## config.mk

```make
export PLATFORM = sky130hd
export DESIGN_NAME = door_ctrl_timed
export DESIGN_NICKNAME = d
export VERILOG_FILES = /design/src/rtl/door_pkg.sv /design/src/rtl/sync2.sv /design/src/rtl/door_ctrl_timed.sv
export SDC_FILE = /design/constraint.sdc
export NUM_CORES = 1
export LEC_CHECK = 0
export ABC_AREA = 1
export CAP_MARGIN = 40
export CORE_UTILIZATION = 62
export CTS_CLUSTER_DIAMETER = 150
export DETAILED_ROUTE_END_ITERATION = 8
export GPL_ROUTABILITY_DRIVEN = 0
export PLACE_DENSITY = 0.82
export SETUP_SLACK_MARGIN = 0.4
export SLEW_MARGIN = 20
export SYNTH_ARGS = -nofsm -noshare
export SYNTH_HDL_FRONTEND = slang
export SYNTH_SLANG_ARGS = --single-unit
```

## constraint.sdc

```tcl
create_clock -name clk -period 2.38 [get_ports clk]
set_input_delay 0.476 -clock clk [delete_from_list [all_inputs] [get_ports clk]]
set_output_delay 0.476 -clock clk [all_outputs]
set_load 0.02 [all_outputs]
```

## src/rtl/door_pkg.sv

```systemverilog
// -----------------------------------------------------------------------------
// door_pkg
//   Shared definitions for the timed automatic-door controller:
//   - door_state_t : FSM state enum with its fixed binary encodings
//   - STATE_W      : width of the state encoding (3)
//   - REV_W        : width of the consecutive-reversal counter (2)
//   - IDX_*        : bit positions of the four asynchronous inputs inside the
//                    synchronised input vector {sen, se, la, lc}
// -----------------------------------------------------------------------------
package door_pkg;

  localparam int STATE_W = 3;
  localparam int REV_W   = 2;

  // The encodings are visible on the state output, so they are pinned here.
  // Codes 6 and 7 are unused and are steered to ST_FAULT by the FSM.
  typedef enum logic [STATE_W-1:0] {
    ST_CLOSED    = 3'd0,
    ST_OPENING   = 3'd1,
    ST_OPEN_HOLD = 3'd2,
    ST_CLOSING   = 3'd3,
    ST_STOPPED   = 3'd4,
    ST_FAULT     = 3'd5
  } door_state_t;

  // Bit positions within the synchronised input vector.
  localparam int IDX_LC  = 0;
  localparam int IDX_LA  = 1;
  localparam int IDX_SE  = 2;
  localparam int IDX_SEN = 3;
  localparam int SYNC_W  = 4;

endpackage

```

## src/rtl/sync2.sv

```systemverilog
// -----------------------------------------------------------------------------
// sync2
//   Parametrised-width two-flop synchroniser. Each bit is an independent
//   metastability filter; bits are not sampled coherently with each other.
//
// Ports:
//   clk    in   system clock
//   rst_n  in   asynchronous active-low reset (clears both flop stages)
//   ena    in   clock enable; 0 freezes both stages
//   d      in   [WIDTH] asynchronous inputs
//   q      out  [WIDTH] synchronised outputs, two enabled edges behind d
// -----------------------------------------------------------------------------
module sync2 #(
  parameter int WIDTH = 1
) (
  input  logic             clk,
  input  logic             rst_n,
  input  logic             ena,
  input  logic [WIDTH-1:0] d,
  output logic [WIDTH-1:0] q
);

  for (genvar gi = 0; gi < WIDTH; gi++) begin : g_bit
    logic meta_reg;
    logic sync_reg;

    always_ff @(posedge clk or negedge rst_n) begin
      if (!rst_n) begin
        meta_reg <= 1'b0;
        sync_reg <= 1'b0;
      end else if (ena) begin
        meta_reg <= d[gi];
        sync_reg <= meta_reg;
      end
    end

    assign q[gi] = sync_reg;
  end

endmodule

```

## src/rtl/door_ctrl_timed.sv

```systemverilog
// -----------------------------------------------------------------------------
// door_ctrl_timed
//   Automatic-door controller with input synchronisation, hold-open timer,
//   obstruction reversal with a reversal limit, motor-run timeout and a sticky
//   fault state that needs an explicit clear.
//
// Parameters:
//   HOLD_CYCLES    cycles the door stays open after the last presence (>= 1)
//   MOTOR_TIMEOUT  max cycles in OPENING/CLOSING before FAULT (>= 2)
//   MAX_REV        consecutive closing reversals allowed before FAULT (1..4)
//   TIMER_W        timer width, must hold HOLD_CYCLES-1 and MOTOR_TIMEOUT-1
//
// Ports:
//   clk        in   system clock
//   rst_n      in   asynchronous active-low reset
//   ena        in   clock enable; 0 freezes state, timer, counter, sync flops
//   sen        in   presence sensor (async)
//   se         in   emergency stop (async, level)
//   la         in   open-limit switch (async)
//   lc         in   closed-limit switch (async)
//   clr_fault  in   fault clear (synchronous, level)
//   ma         out  open-motor enable, high only in OPENING
//   mc         out  close-motor enable, high only in CLOSING
//   fault      out  high only in FAULT
//   state      out  [3] current state encoding
//   rev_cnt    out  [2] consecutive reversals in the current close attempt
// -----------------------------------------------------------------------------
module door_ctrl_timed
  import door_pkg::*;
#(
  parameter int HOLD_CYCLES   = 1000,
  parameter int MOTOR_TIMEOUT = 4000,
  parameter int MAX_REV       = 3,
  parameter int TIMER_W       = 16
) (
  input  logic               clk,
  input  logic               rst_n,
  input  logic               ena,
  input  logic               sen,
  input  logic               se,
  input  logic               la,
  input  logic               lc,
  input  logic               clr_fault,
  output logic               ma,
  output logic               mc,
  output logic               fault,
  output logic [STATE_W-1:0] state,
  output logic [REV_W-1:0]   rev_cnt
);

  // ---------------------------------------------------------------------------
  // Elaboration-time parameter checks
  // ---------------------------------------------------------------------------
  if (MAX_REV < 1 || MAX_REV > (1 << REV_W)) begin : g_bad_max_rev
    $error("door_ctrl_timed: MAX_REV=%0d must be in 1..%0d", MAX_REV, 1 << REV_W);
  end
  if (HOLD_CYCLES < 1) begin : g_bad_hold
    $error("door_ctrl_timed: HOLD_CYCLES=%0d must be >= 1", HOLD_CYCLES);
  end
  if (MOTOR_TIMEOUT < 2) begin : g_bad_timeout
    $error("door_ctrl_timed: MOTOR_TIMEOUT=%0d must be >= 2", MOTOR_TIMEOUT);
  end
  if (((HOLD_CYCLES - 1) >> TIMER_W) != 0 || ((MOTOR_TIMEOUT - 1) >> TIMER_W) != 0)
  begin : g_bad_timer_w
    $error("door_ctrl_timed: TIMER_W=%0d too narrow", TIMER_W);
  end

  // Values the timer is loaded with / compared against.
  localparam logic [TIMER_W-1:0] HOLD_LOAD = TIMER_W'(HOLD_CYCLES - 1);
  localparam logic [TIMER_W-1:0] RUN_LAST  = TIMER_W'(MOTOR_TIMEOUT - 1);
  localparam logic [REV_W-1:0]   REV_LAST  = REV_W'(MAX_REV - 1);

  // ---------------------------------------------------------------------------
  // Input synchronisation
  // ---------------------------------------------------------------------------
  logic [SYNC_W-1:0] raw_in;
  logic [SYNC_W-1:0] sync_in;

  assign raw_in[IDX_SEN] = sen;
  assign raw_in[IDX_SE]  = se;
  assign raw_in[IDX_LA]  = la;
  assign raw_in[IDX_LC]  = lc;

  sync2 #(
    .WIDTH (SYNC_W)
  ) u_sync (
    .clk   (clk),
    .rst_n (rst_n),
    .ena   (ena),
    .d     (raw_in),
    .q     (sync_in)
  );

  logic sen_s;
  logic se_s;
  logic la_s;
  logic lc_s;
  logic both_limits;

  assign sen_s       = sync_in[IDX_SEN];
  assign se_s        = sync_in[IDX_SE];
  assign la_s        = sync_in[IDX_LA];
  assign lc_s        = sync_in[IDX_LC];
  // Both limit switches at once means a broken switch or wiring fault.
  assign both_limits = la_s & lc_s;

  // ---------------------------------------------------------------------------
  // State, timer and reversal counter registers
  // ---------------------------------------------------------------------------
  door_state_t        state_reg;
  door_state_t        state_next;
  logic [TIMER_W-1:0] timer_reg;
  logic [TIMER_W-1:0] timer_next;
  logic [REV_W-1:0]   rev_reg;
  logic [REV_W-1:0]   rev_next;

  always_ff @(posedge clk or negedge rst_n) begin
    if (!rst_n) begin
      state_reg <= ST_CLOSED;
      timer_reg <= '0;
      rev_reg   <= '0;
    end else if (ena) begin
      state_reg <= state_next;
      timer_reg <= timer_next;
      rev_reg   <= rev_next;
    end
  end

  // ---------------------------------------------------------------------------
  // Next-state logic
  //   The timer has two roles: it counts up from 0 while a motor runs
  //   (timeout detection) and counts down from HOLD_LOAD in OPEN_HOLD.
  //   In-state updates are made in the case statement; loads that belong to
  //   entering a state are applied afterwards, whenever the state changes.
  // ---------------------------------------------------------------------------
  always_comb begin
    state_next = state_reg;
    timer_next = timer_reg;
    rev_next   = rev_reg;

    if (state_reg != ST_FAULT && both_limits) begin
      state_next = ST_FAULT;
    end else if (state_reg != ST_FAULT && se_s) begin
      state_next = ST_STOPPED;
    end else begin
      case (state_reg)
        ST_CLOSED: begin
          if (sen_s) begin
            state_next = ST_OPENING;
          end
        end

        ST_OPENING: begin
          if (la_s) begin
            state_next = ST_OPEN_HOLD;
          end else if (timer_reg == RUN_LAST) begin
            state_next = ST_FAULT;
          end else begin
            timer_next = timer_reg + TIMER_W'(1);
          end
        end

        ST_OPEN_HOLD: begin
          // la is deliberately not checked: a door pushed off its open limit
          // still waits out the hold time.
          if (sen_s) begin
            timer_next = HOLD_LOAD;
          end else if (timer_reg == '0) begin
            state_next = ST_CLOSING;
          end else begin
            timer_next = timer_reg - TIMER_W'(1);
          end
        end

        ST_CLOSING: begin
          // Reaching the closed limit outranks a late obstruction report.
          if (lc_s) begin
            state_next = ST_CLOSED;
          end else if (sen_s) begin
            if (rev_reg < REV_LAST) begin
              state_next = ST_OPENING;
              rev_next   = rev_reg + REV_W'(1);
            end else begin
              state_next = ST_FAULT;
            end
          end else if (timer_reg == RUN_LAST) begin
            state_next = ST_FAULT;
          end else begin
            timer_next = timer_reg + TIMER_W'(1);
          end
        end

        ST_STOPPED: begin
          // Only reached with se_s low (se_s high is caught above), so the
          // stop has been released; timer and rev_cnt have been held.
          if (!se_s) begin
            state_next = lc_s ? ST_CLOSED : ST_OPENING;
          end
        end

        ST_FAULT: begin
          // se and the limit-pair rule are not exits from FAULT; only an
          // explicit clear with a sane input picture leaves it.
          if (clr_fault && !se_s && !both_limits) begin
            state_next = lc_s ? ST_CLOSED : ST_OPEN_HOLD;
            rev_next   = '0;
          end
        end

        default: begin
          state_next = ST_FAULT;
        end
      endcase
    end

    // Entry actions.
    if (state_next != state_reg) begin
      case (state_next)
        ST_OPENING,
        ST_CLOSING:   timer_next = '0;
        ST_OPEN_HOLD: timer_next = HOLD_LOAD;
        ST_CLOSED:    rev_next   = '0;
        default:      ;
      endcase
    end
  end

  // ---------------------------------------------------------------------------
  // Moore outputs: decoded from the registered state only, so an asynchronous
  // reset stops both motors without waiting for a clock edge.
  // ---------------------------------------------------------------------------
  assign ma      = (state_reg == ST_OPENING);
  assign mc      = (state_reg == ST_CLOSING);
  assign fault   = (state_reg == ST_FAULT);
  assign state   = state_reg;
  assign rev_cnt = rev_reg;

endmodule

```

==> results.ini <==
[run_status]
status = finished clean

[grt]
total_routing_usage_gr = 0.410
grt_first_pass_wirelength_um = 16700
antenna_found_initial = 0
first_global_vias = 3570
grt-ovfl-total = 0
grt_start_max_net_pins = 30

[timing]
period_utilisation_layout = 0.917
worst_hold_slack_ns = 0.483
worst_slew_margin_rel = 0.633
fmax_mhz = 458
final.min_clock_period_ns = 2.18
final-max-slew-violation-count = 0
report.final.hold_viol_count = 0
setup_violations = 0
timing_worst_slew_pin_value_ns = 0.550
unrepaired_setup_endpoints_after_global_routing = true
timing.setup.tns_ns = 0
clock-skew-final_ns = 0.00639

[logic_synthesis]
number_of_enable_flip_flop_cells_after_synthesis = 0
share_of_the_yosys_chip_area_belonging_to_registers = 0.230
synth_xor_xnor_area_share = 0.0416
synth.area.mux_share = 0
yosys-top-cells-area = sky130_fd_sc_hd__dfrtp_1 23%, sky130_fd_sc_hd__nand2_1 20%, sky130_fd_sc_hd__nor2_1 7.0%, sky130_fd_sc_hd__nand3_1 7.0%, sky130_fd_sc_hd__inv_1 6.2%
netlist.top_cell.by_area = sky130_fd_sc_hd__dfrtp_1
yosys_warnings = 0
postSynthCellCount = 544
synthArstFlopShare = 1.00
mapped_cell_area_um2 = 3160
synth_compound_area_frac = 0.149
dominantRegCellSynth = sky130_fd_sc_hd__dfrtp_1
synth_top_family_by_area = simple AND/OR/NAND/NOR gates
yosys.area_share.simple = 0.459
synth-adder-area-share = 0.0119
synthDistinctLibCells = 34
mapped_avg_cell_area_um2 = 5.81
number_of_synthesized_register_bits = 29
synthMostInstantiatedCell = sky130_fd_sc_hd__nand2_1
share_of_yosys_cell_area_claimed_by_the_top_area_cell_type = 0.230
syn_nets = 555
yosys-top-cells-count = 171 x sky130_fd_sc_hd__nand2_1, 59 x sky130_fd_sc_hd__nor2_1, 52 x sky130_fd_sc_hd__inv_1

[drt]
average_wire_length_per_cell_after_detail_routing_um = 18.7
detailedRoute.firstIterationViolations = 1094
route.vias.total = 4429
post-route-drc-count = 0
met3_length_um = 1710
drt-met1-wl_um = 4360
detailroute.wirelength.met2_um = 5440
highest_routed_metal_layer = met4
final_antenna_net_count = 0
avgViaCountPerCell = 6.61
first_pass_iters = 9
postRouteWirelength_um = 12600

[floorplan]
fp.dieArea_um2 = 5390
die_y_um = 73.4
rows = 25
placeableCoreArea_um2 = 4820
die_w_um = 73.4
initial_utilization = 0.656
design.portCount = 16

[clocking]
tritoncts_clock_tree = built
cts_made_buffers = 5
hold_buffers = 0
ctsHtreeMaxLevel = 2
tritoncts_num_sinks = 29
clk_pin_slew_worst_paths_ns = 0.07
cts.root.buffer_cell = sky130_fd_sc_hd__clkbuf_8
clk_path_buf_depth = 2
clk_latency_ns = 0.30

[critical_path]
critical_path_cell_count = 14
start_kind = register
setup.worst_path.end_class = register
ff2ff_path_depth = 14
cp_cell_instances = inv_4 > nand2_2 > nor2_1 > nand2_1 > nand2_2 > nor2_2 > nand3_2 > nand2_4 > nand3_1 > nand2_2 > inv_4 > nand2_8 > nand2_1 > a21oi_1
worstPathMaxFanout = 8
slowest_delay_ns = 0.53
worst_path_most_repeated_cell = sky130_fd_sc_hd__nand2_2
cp_data_required_time_ns = 2.58
path_buf_inv = 2
timing.critical_path.arrival_ns = 2.39
critical-path-slowest-cell = sky130_fd_sc_hd__dfrtp_2
criticalPathCategory = reg -> reg
timing.critical_path.max_delay_family = simple AND/OR/NAND/NOR gates

[cells_and_area]
drive_above_1_share = 0.270
largest_register_ffs = 16
area_of_all_placed_cells_without_fillers_um2 = 4150
num-nets-final = 613
layout-area-overhead-vs-synth_pct = 31.2
fin_util = 0.861
num_antenna_cells = 0

[placement]
placed_area_um2 = 3450
portBuffers = 15
dpl.hpwl_um = 7240

[power_and_ir_drop]
vdd.ir_drop.worst_mv = 0.770
power.density_nw_per_um2 = 1170
power.static_leakage_nw = 1.94
power_mw = 4.84

[worst_hold_path]
worst_hold_path.num_cells = 2
timing.hold.worst.class = reg -> reg

[job]
cap_violations = 0

[layer usage]
metal,GRT usage,vias up
met1,0.526,1939
met4,0.229,0
met3,0.0974,160
met2,0.635,438
met5,0,-
li1,-,1892
[cells by family (layout without fill, tap and decap cells)]
| group | after synthesis | after routing |
|---|---|---|
| AOI/OAI and AO/OA | 89 | 89 |
| and+or+nand+nor | 327 | 328 |
| buffers and inverters | 81 | 139 |
| adders and majority gates | 3 | 3 |
| xor gates and xnor gates | 15 | 15 |
| DFF | 29 | 29 |
[power breakdown]
part | total (mW) | internal, mW | switching (mW) | leakage [nW]
clock | 0.471 | 0.261 | 0.209 | 0.0542
sequential | 1.01 | 0.661 | 0.349 | 0.344
combinational | 3.36 | 1.22 | 2.14 | 1.54
[metrics by stage]
| stage | worst slack, ns | instances |
|---|---|---|
| floorplan | 0.415 | 544 |
| global placement | 0.192 | 626 |
| detailed placement | 0.157 | 626 |
| CTS | 0.164 | 641 |
| global route | 0.0551 | 670 |
| finish | 0.199 | 670 |
[cell usage in the layout, fill, tap and decap left out, drive strengths merged]
cell / Yosys / layout
clkbuf: 7 / 7
or2: 1 / 1
inv: 56 / 54
clkdlybuf4s15: 0 / 1
ha: 3 / 3
nand3: 51 / 51
o22ai: 4 / 4
buf: 17 / 59
nor2: 68 / 68
o21a: 1 / 1
nand4: 12 / 12
clkinv: 1 / 2
clkdlybuf4s50: 0 / 12
and3: 1 / 1
xnor2: 1 / 1
a21oi: 38 / 38
clkinvlp: 0 / 2
dfrtp: 29 / 29
nand2: 174 / 175
nor4: 2 / 2
xor2: 14 / 14
dlygate4sd2: 0 / 1
o211ai: 7 / 7
nand3b: 2 / 2
o21ai: 39 / 39
nor3: 16 / 16
dlymetal6s2s: 0 / 1
[what timing repair did]
| action | CTS | global route |
|---|---|---|
| setup buffers | 6 | 29 |
| cloned | 1 | 0 |
| gates resized for setup | 24 | 83 |
| pin swaps | 4 | 18 |
| hold endpoints to repair | 0 | 0 |
| setup endpoints to repair | 22 | 21 |
[final timing paths]
| kind | startpoint | endpoint | slack (ns) |
|---|---|---|---|
| setup / recovery | state[0] | timer_reg[2] | 0.20 |
| hold / removal | u_sync.g_bit[3].meta_reg | u_sync.g_bit[3].meta_reg | 0.48 |
| setup reg to reg | state[0] | timer_reg[2] | 0.20 |
| hold reg to reg | u_sync.g_bit[3].meta_reg | u_sync.g_bit[3].meta_reg | 0.48 |
| max in group asynchronous | rst_n | timer_reg[3] | 1.49 |
| min in group asynchronous | rst_n | timer_reg[13] | 0.57 |
[worst min-delay path, delay by kind of cell, from the launching register on]
family	cells	cell delay, ns
flops	1	0.35
simple gates	2	0.10
[area by class of cell]
class	instances	area, um2
clock inverter	1	5.00
clock buffer	7	96.3
tap	67	83.8
sequential	29	744
timing repair buffer	74	598
inverter	57	239
multi-input combinational	435	2380
fill	279	669
Note: power is estimated with default switching activity, not from simulation.
